<file path="config.mk">
export PLATFORM = sky130hd
export DESIGN_NAME = processor_scheduler
export DESIGN_NICKNAME = d
export VERILOG_FILES = /design/src/rtl/pkg_processor_scheduler.sv /design/src/rtl/window_scan_counter.sv /design/src/rtl/processor_scheduler.sv
export SDC_FILE = /design/constraint.sdc
export NUM_CORES = 1
export LEC_CHECK = 0
export BUFFER_PORTS_ARGS = -buffer_cell sky130_fd_sc_hd__buf_2
export CORE_MARGIN = 10
export CORE_UTILIZATION = 31
export DETAILED_ROUTE_END_ITERATION = 10
export REMOVE_ABC_BUFFERS = 1
export SLEW_MARGIN = 0
export SYNTH_ARGS = -nofsm -noshare
export SYNTH_HDL_FRONTEND = slang
export SYNTH_SLANG_ARGS = --single-unit
</file>
<file path="constraint.sdc">
create_clock -name clk -period 6.95 [get_ports clk]
set_clock_uncertainty 0.2 [all_clocks]
set_input_delay 0.3475 -clock clk [delete_from_list [all_inputs] [get_ports clk]]
set_output_delay 0.3475 -clock clk [all_outputs]
set_load 0.005 [all_outputs]
</file>
<file path="src/rtl/pkg_processor_scheduler.sv">
// Shared types and widths for the window processor scheduler.
//   - coordinate/scale/stage/fixed-point widths
//   - main and loader FSM state enums
//   - raster scan coordinate struct
//   - scan step used when the configured step is zero
package pkg_processor_scheduler;

    localparam int unsigned ROW_BITS   = 10;
    localparam int unsigned COL_BITS   = 10;
    localparam int unsigned SCALE_BITS = 5;
    localparam int unsigned STAGE_BITS = 5;
    localparam int unsigned FIXED_BITS = 32;

    localparam logic [3:0] STEP_DEFAULT = 4'd1;

    typedef enum logic [2:0] {
        StIdle,
        StPrime,
        StVar,
        StWaitVar,
        StStart,
        StRun,
        StDrain
    } main_state_e;

    typedef enum logic {
        LIdle,
        LReq
    } load_state_e;

    typedef struct packed {
        logic [ROW_BITS-1:0] x;
        logic [COL_BITS-1:0] y;
    } scan_coord_t;

    function automatic logic [3:0] eff_step(input logic [3:0] step);
        return (step == 4'd0) ? STEP_DEFAULT : step;
    endfunction

endpackage

</file>
<file path="src/rtl/window_scan_counter.sv">
// Raster-order window coordinate generator for one scale.
//   clk, rst_n          : clock, async active-low reset
//   clear_i             : restart the scan at (0,0)
//   advance_i           : step to the next raster coordinate
//   x_max_i, y_max_i    : last legal window x / y
//   step_i              : scan step (already non-zero)
//   coord_o             : current coordinate
//   last_o              : current coordinate is the final window of the frame
module window_scan_counter
    import pkg_processor_scheduler::*;
(
    input  logic                clk,
    input  logic                rst_n,
    input  logic                clear_i,
    input  logic                advance_i,
    input  logic [ROW_BITS-1:0] x_max_i,
    input  logic [COL_BITS-1:0] y_max_i,
    input  logic [3:0]          step_i,
    output scan_coord_t         coord_o,
    output logic                last_o
);

    scan_coord_t       coord_q, coord_d, coord_next;
    // One extra bit so x+step / y+step never wraps back below the limit.
    logic [ROW_BITS:0] x_sum;
    logic [COL_BITS:0] y_sum;
    logic              x_wrap, y_wrap;

    always_comb begin
        x_sum  = {1'b0, coord_q.x} + {{(ROW_BITS-3){1'b0}}, step_i};
        y_sum  = {1'b0, coord_q.y} + {{(COL_BITS-3){1'b0}}, step_i};
        x_wrap = x_sum > {1'b0, x_max_i};
        y_wrap = y_sum > {1'b0, y_max_i};

        coord_next = coord_q;
        if (!x_wrap) begin
            coord_next.x = x_sum[ROW_BITS-1:0];
        end else begin
            coord_next.x = '0;
            coord_next.y = y_sum[COL_BITS-1:0];
        end

        coord_d = coord_q;
        if (clear_i) begin
            coord_d = '0;
        end else if (advance_i) begin
            coord_d = coord_next;
        end
    end

    always_ff @(posedge clk or negedge rst_n) begin
        if (!rst_n) begin
            coord_q <= '0;
        end else begin
            coord_q <= coord_d;
        end
    end

    assign coord_o = coord_q;
    assign last_o  = x_wrap && y_wrap;

endmodule

</file>
<file path="src/rtl/processor_scheduler.sv">
// Frame scheduler for the window processor: scans one scale in raster order, fills the two
// window-cache buffers ahead of detection, runs variance then cascade on each window and
// republishes each result with its coordinates.
//   frame_start_i / cfg_*_i       : frame command and configuration (latched at acceptance)
//   frame_busy_o / frame_done_o   : frame in progress / one-cycle completion pulse
//   load_*                        : window-cache fill request, held until load_ack_i
//   proc_*                        : window processor control and result handshake
//   out_*                         : result channel, valid held until out_taken_i
module processor_scheduler
    import pkg_processor_scheduler::*;
(
    input  logic                  clk,
    input  logic                  rst_n,
    input  logic                  frame_start_i,
    input  logic [ROW_BITS-1:0]   cfg_x_max_i,
    input  logic [COL_BITS-1:0]   cfg_y_max_i,
    input  logic [3:0]            cfg_step_i,
    input  logic [SCALE_BITS-1:0] cfg_scale_i,
    input  logic [STAGE_BITS-1:0] cfg_stages_i,
    input  logic [FIXED_BITS-1:0] cfg_inv_area_i,
    output logic                  frame_busy_o,
    output logic                  frame_done_o,
    output logic                  load_req_o,
    output logic [ROW_BITS-1:0]   load_x_o,
    output logic [COL_BITS-1:0]   load_y_o,
    output logic                  load_buf_o,
    input  logic                  load_ack_i,
    output logic                  proc_startVar_o,
    input  logic                  proc_readyVar_i,
    output logic                  proc_start_o,
    input  logic                  proc_ready_i,
    input  logic                  proc_done_i,
    input  logic                  proc_valid_i,
    input  logic                  proc_passfail_i,
    output logic                  proc_taken_o,
    output logic                  proc_dblBuf_o,
    output logic [STAGE_BITS-1:0] proc_numberOfStages_o,
    output logic [FIXED_BITS-1:0] proc_inv_window_area_o,
    output logic                  out_valid_o,
    output logic                  out_passfail_o,
    output logic [ROW_BITS-1:0]   out_x_o,
    output logic [COL_BITS-1:0]   out_y_o,
    output logic [SCALE_BITS-1:0] out_scale_o,
    input  logic                  out_taken_i
);

    main_state_e state_q, state_d;
    load_state_e lstate_q, lstate_d;

    logic [ROW_BITS-1:0]   x_max_q;
    logic [COL_BITS-1:0]   y_max_q;
    logic [3:0]            step_q;
    logic [SCALE_BITS-1:0] scale_q;
    logic [STAGE_BITS-1:0] stages_q;
    logic [FIXED_BITS-1:0] inv_area_q;

    logic        dbl_buf_q;
    logic        next_buf_q;
    logic        issued_all_q;
    logic [1:0]  buf_full_q, buf_full_d;
    logic [1:0]  buf_last_q;
    scan_coord_t buf_coord_q [2];

    logic        out_valid_q, out_passfail_q;
    scan_coord_t out_coord_q;
    logic        frame_done_q;
    logic        started_q;

    logic        accept, take, load_fire, cur_last;
    scan_coord_t scan_coord;
    logic        scan_last;

    assign accept    = (state_q == StIdle) && frame_start_i;
    assign load_fire = (lstate_q == LReq) && load_ack_i;
    assign cur_last  = buf_last_q[dbl_buf_q];
    // A result is taken only if the output register is free or being drained this cycle.
    assign take      = (state_q == StRun) && proc_valid_i && (!out_valid_q || out_taken_i);

    window_scan_counter u_scan (
        .clk       (clk),
        .rst_n     (rst_n),
        .clear_i   (accept),
        .advance_i (load_fire),
        .x_max_i   (x_max_q),
        .y_max_i   (y_max_q),
        .step_i    (step_q),
        .coord_o   (scan_coord),
        .last_o    (scan_last)
    );

    // Main FSM: state register.
    always_ff @(posedge clk or negedge rst_n) begin
        if (!rst_n) begin
            state_q <= StIdle;
        end else begin
            state_q <= state_d;
        end
    end

    // Main FSM: next state.
    always_comb begin
        state_d = state_q;
        unique case (state_q)
            StIdle:    if (frame_start_i) state_d = StPrime;
            StPrime:   if (buf_full_q[dbl_buf_q]) state_d = StVar;
            StVar:     if (proc_readyVar_i) state_d = StWaitVar;
            StWaitVar: if (proc_readyVar_i) state_d = StStart;
            StStart:   if (proc_ready_i) state_d = StRun;
            StRun:     if (take) state_d = cur_last ? StDrain : StPrime;
            StDrain:   if (out_valid_q && out_taken_i) state_d = StIdle;
            default:   state_d = StIdle;
        endcase
    end

    // Main FSM: outputs.
    always_comb begin
        frame_busy_o    = (state_q != StIdle);
        proc_startVar_o = (state_q == StVar) && proc_readyVar_i;
        proc_start_o    = (state_q == StStart) && proc_ready_i;
        proc_taken_o    = take;
    end

    // Loader FSM: one outstanding fill, always into the buffer after the last one filled.
    always_ff @(posedge clk or negedge rst_n) begin
        if (!rst_n) begin
            lstate_q <= LIdle;
        end else begin
            lstate_q <= lstate_d;
        end
    end

    always_comb begin
        lstate_d = lstate_q;
        unique case (lstate_q)
            LIdle: if ((state_q != StIdle) && !issued_all_q && !buf_full_q[next_buf_q]) begin
                lstate_d = LReq;
            end
            LReq:  if (load_ack_i) lstate_d = LIdle;
            default: lstate_d = LIdle;
        endcase
    end

    always_comb begin
        buf_full_d = buf_full_q;
        if (accept) begin
            buf_full_d = '0;
        end else begin
            if (load_fire) buf_full_d[next_buf_q] = 1'b1;
            if (take)      buf_full_d[dbl_buf_q]  = 1'b0;
        end
    end

    always_ff @(posedge clk or negedge rst_n) begin
        if (!rst_n) begin
            next_buf_q     <= 1'b0;
            issued_all_q   <= 1'b0;
            buf_full_q     <= '0;
            buf_last_q     <= '0;
            buf_coord_q[0] <= '0;
            buf_coord_q[1] <= '0;
        end else begin
            buf_full_q <= buf_full_d;
            if (accept) begin
                next_buf_q   <= 1'b0;
                issued_all_q <= 1'b0;
            end else if (load_fire) begin
                next_buf_q              <= ~next_buf_q;
                issued_all_q            <= scan_last;
                buf_coord_q[next_buf_q] <= scan_coord;
                buf_last_q[next_buf_q]  <= scan_last;
            end
        end
    end

    // Configuration, buffer selection and the result register.
    always_ff @(posedge clk or negedge rst_n) begin
        if (!rst_n) begin
            x_max_q        <= '0;
            y_max_q        <= '0;
            step_q         <= '0;
            scale_q        <= '0;
            stages_q       <= '0;
            inv_area_q     <= '0;
            dbl_buf_q      <= 1'b0;
            out_valid_q    <= 1'b0;
            out_passfail_q <= 1'b0;
            out_coord_q    <= '0;
            frame_done_q   <= 1'b0;
        end else begin
            frame_done_q <= (state_q == StDrain) && out_valid_q && out_taken_i;
            if (accept) begin
                x_max_q    <= cfg_x_max_i;
                y_max_q    <= cfg_y_max_i;
                step_q     <= eff_step(cfg_step_i);
                scale_q    <= cfg_scale_i;
                stages_q   <= cfg_stages_i;
                inv_area_q <= cfg_inv_area_i;
                dbl_buf_q  <= 1'b0;
            end
            if (take) begin
                out_valid_q    <= 1'b1;
                out_passfail_q <= proc_passfail_i;
                out_coord_q    <= buf_coord_q[dbl_buf_q];
                if (!cur_last) dbl_buf_q <= ~dbl_buf_q;
            end else if (out_taken_i) begin
                out_valid_q <= 1'b0;
            end
        end
    end

    // Tracks an in-flight detection so a stray proc_done can be flagged.
    always_ff @(posedge clk or negedge rst_n) begin
        if (!rst_n) begin
            started_q <= 1'b0;
        end else if (proc_start_o) begin
            started_q <= 1'b1;
        end else if (proc_done_i) begin
            started_q <= 1'b0;
        end
    end

    done_after_start: assert property (@(posedge clk) disable iff (!rst_n)
        proc_done_i |-> started_q);

    assign frame_done_o           = frame_done_q;
    assign load_req_o             = (lstate_q == LReq);
    assign load_x_o               = scan_coord.x;
    assign load_y_o               = scan_coord.y;
    assign load_buf_o             = next_buf_q;
    assign proc_dblBuf_o          = dbl_buf_q;
    assign proc_numberOfStages_o  = stages_q;
    assign proc_inv_window_area_o = inv_area_q;
    assign out_valid_o            = out_valid_q;
    assign out_passfail_o         = out_passfail_q;
    assign out_x_o                = out_coord_q.x;
    assign out_y_o                = out_coord_q.y;
    assign out_scale_o            = scale_q;

endmodule

</file>
==> flow_summary_export.csv <==
group,metric,value,unit
status,status,"complete, no violations",
detailed_routing,wire_per_inst,15.35,um
synth,synth_edf_count,0,
clock_network,clkTransAtPathRegs,60,ps
power,p_per_area,386.4,nW/um^2
placed_design,dp_hpwl,13.30,mm
detailed_routing,drt_pre_antenna_iters,5,
setup_path,crit_type,"flop to flop",
global_route,grt_pass1_vias,6201,
setup_path,slowest_delay,430,ps
timing,setup_tns,0,ps
clock_network,insertion_delay,420,ps
placed_design,placedCellCount,1188,
global_route,grt_first_pass_wirelength,32.76,mm
synth,synth.avg_cell_area,10.14,sq um
die,num_rows,56,
job,maxCapViolations,0,
clock_network,post_cts_resized,0,
global_route,grt_max_degree,107,
global_route,grt-ovfl-total,0,
die,dieWidth,175.0,um
timing,tightestPinTransition,1034,ps
detailed_routing,route.vias.total,5913,
synth,synth_top_area_cell,"dfrtp_1",
synth,ys_warn_count,0,
hold_path,hold_class,"input port to flop",
synth,synth_top_area_share,53.77,%
clock_network,cts.sink_count,160,
die,io_pins,168,
setup_path,critPathLaunchType,"flop",
setup_path,required,7010,ps
synth,syn-cell-area,7446,sq um
placed_design,port_buffers,166,
die,core_area,23540,sq um
setup_path,cp_cell_sequence,"ha_1 -> inv_1 -> fa_1 -> nor2b_1 -> o21ai_0 -> a21bo_2 -> nor3_1 -> xor2_1 -> ha_1 -> nand3_1 -> nand2_1 -> o311a_4 -> o21ai_4 -> mux2i_1 -> nor2_1",
cells_and_area,area_growth,32.90,%
synth,async_flop_share,100.0,%
global_route,grt_usage,13.14,%
clock_network,cts_tree,"done",
cells_and_area,layout.cells.non_filler,1294,
timing,rsz0062_at_grt,"false",
synth,synth.distinct_cells,55,
timing,period_share,57.50,%
power,leakagePower,5.046,nW
die,start_util,31.63,%
timing,finalCriticalPeriod,3996,ps
detailed_routing,drcViolationCount,0,
detailed_routing,vias_per_cell,4.570,
cells_and_area,layout.cells.most_common,"nand2_1",
die,die_h,175.0,um
placed_design,routabilityCongestion,0.7819,
setup_path,cp_data_arrival_time,4060,ps
timing,slew-limit-headroom,31.06,%
synth,ys_top_cells_by_area,"dfrtp_1 (54%), nand2_1 (9.6%), mux2_2 (5.7%), ha_1 (4.7%), mux2i_1 (3.6%)",
setup_path,cp_max_fo,15,
synth,synthCells,734,
synth,ys_ff_latch,160,
timing,setup_viol_count_final,0,
setup_path,r2r_slack,2950,ps
timing,slew_violations,0,
setup_path,cp-end-kind,"flop",
clock_network,cts_buffers,17,
timing,fmax,250.3,MHz
clock_network,ctsRootBufferMaster,"clkbuf_16",
clock_network,htree_levels,4,
detailed_routing,dr.first_iter.drc_count,310,
power,ir_worst_vdd,0.1464,mV
detailed_routing,wl,19.86,mm
clock_network,clk_path_buf_depth,2,
synth,synth-seq-area-share,53.77,%
die,design.die.area,30620,sq um
synth,ys.flop_type,"dfrtp_1",
cells_and_area,layout-drive-gt1-share,26.26,%
clock_network,post_cts_buffers,0,
global_route,antenna_found_initial,4,
cells_and_area,nets,1064,
cells_and_area,final_cell_mix,"nand2_1 (190), buf_2 (165), dfrtp_1 (160)",
detailed_routing,drtAntennaViolNets,0,
timing,final_hold_viol_count,0,
setup_path,slowest_stage,"o311a_4",
setup_path,crit_top_cell,"ha_1",
==> where the power goes <==
part / internal [mW] / leakage [nW] / total, mW / switching, mW
clock: 0.607 / 0.310 / 0.999 / 0.392
sequential: 1.26 / 2.07 / 1.48 / 0.222
combinational: 0.597 / 2.67 / 1.34 / 0.745
==> cell type report <==
cell class	count	area, sq um
clock buffer	21	480.5
inverter	33	123.9
timing repair buffer	241	1575
multi-input combinational	505	3152
antenna	4	10.01
tap	319	399.1
sequential	160	4004
clock inverter	11	151.4
fill	2290	13650
==> worst paths after layout <==
| kind | from | to | cells past startpoint |
|---|---|---|---|
| worst max-delay path | u_scan.coord_o[10] | u_scan.coord_o[0] | 15 |
| worst min register to register | proc_inv_window_area_o[15] | proc_inv_window_area_o[15] | 2 |
| max in group asynchronous | rst_n | buf_coord_q[20] | 3 |
| worst max register to register | u_scan.coord_o[10] | u_scan.coord_o[0] | 15 |
| min in group asynchronous | rst_n | buf_coord_q[18] | 2 |
| worst min-delay path | load_ack_i | load_req_o | 3 |
==> repair_timing <==
| item | in CTS | in global routing |
|---|---|---|
| endpoints found under the hold margin | 174 | 0 |
| hold buffers | 70 | 0 |
| endpoints found under the setup margin | 0 | 0 |
==> critical path: cells and delay by family (launching register included) <==
family                   cells  cell delay [ps]
adder cells (fa/ha/maj)      3              880
multiplexers                 1              240
AND/OR/NAND/NOR              5              480
flip-flops                   1              410
XOR/XNOR                     1              240
buffers and inverters        1               50
AO/OA/AOI/OAI                4             1320
==> synth_stat cells (5+ instances only) <==
cell        n
xnor2_1     9
nand2b_1    5
nand4_1     9
inv_1      31
mux2i_1    27
a21oi_1    39
or3_1       6
a21o_1      8
nor2b_1     5
nor2_1     34
clkbuf_1   17
nand2_1   190
and2_1      6
nand3_1     8
ha_1       28
xor2_1      6
dfrtp_1   160
mux2_2     38
buf_2      14
o211ai_1    5
o21ai_0    38
==> stage by stage <==
stage / utilization (%) / setup slack [ps] / power, mW / hold slack (ps) / area [sq um]
floorplan: - / 3297 / 2.282 / -148.1 / 7274
detailed placement: 36.33 / 2933 / 2.836 / 256.6 / 8553
global route: 42.03 / 2586 / 4.158 / 18.22 / 9896
CTS: 41.99 / 2920 / 3.894 / 2.804 / 9886
finish: 42.03 / 2954 / 3.823 / 25.32 / 9896
global placement: 36.33 / 3008 / 2.793 / 253.5 / 8553
==> cells by family (layout without fill, tap and decap cells) <==
| family | after synthesis | count (layout) | share of synthesized area (%) |
|---|---|---|---|
| flops | 160 | 160 | 53.77 |
| mux | 65 | 65 | 9.377 |
| fa+ha+maj | 30 | 30 | 5.243 |
| simple gates | 279 | 279 | 16.10 |
| buf+inv | 69 | 306 | 3.966 |
| xor+xnor | 15 | 15 | 1.764 |
| compound gates | 116 | 116 | 9.780 |
| other cells | 0 | 4 | 0 |
==> metal layers <==
metal | global-route usage (%) | wire [um]
met1 | 16.48 | 8900
met2 | 20.64 | 9196
met3 | 5.411 | 1546
met4 | 3.108 | 219
met5 | 0 | 0
==> registers in the layout, indices dropped and copies added, names as in the netlist, 3 cells and up <==
signal / cells
out_x_o: 10
out_y_o: 10
buf_coord_q: 40
u_scan.coord_o: 20
y_max_q: 10
proc_numberOfStages_o: 5
proc_inv_window_area_o: 32
step_q: 4
state_q: 3
out_scale_o: 5
x_max_q: 10
(Power assumes the default switching activity.)
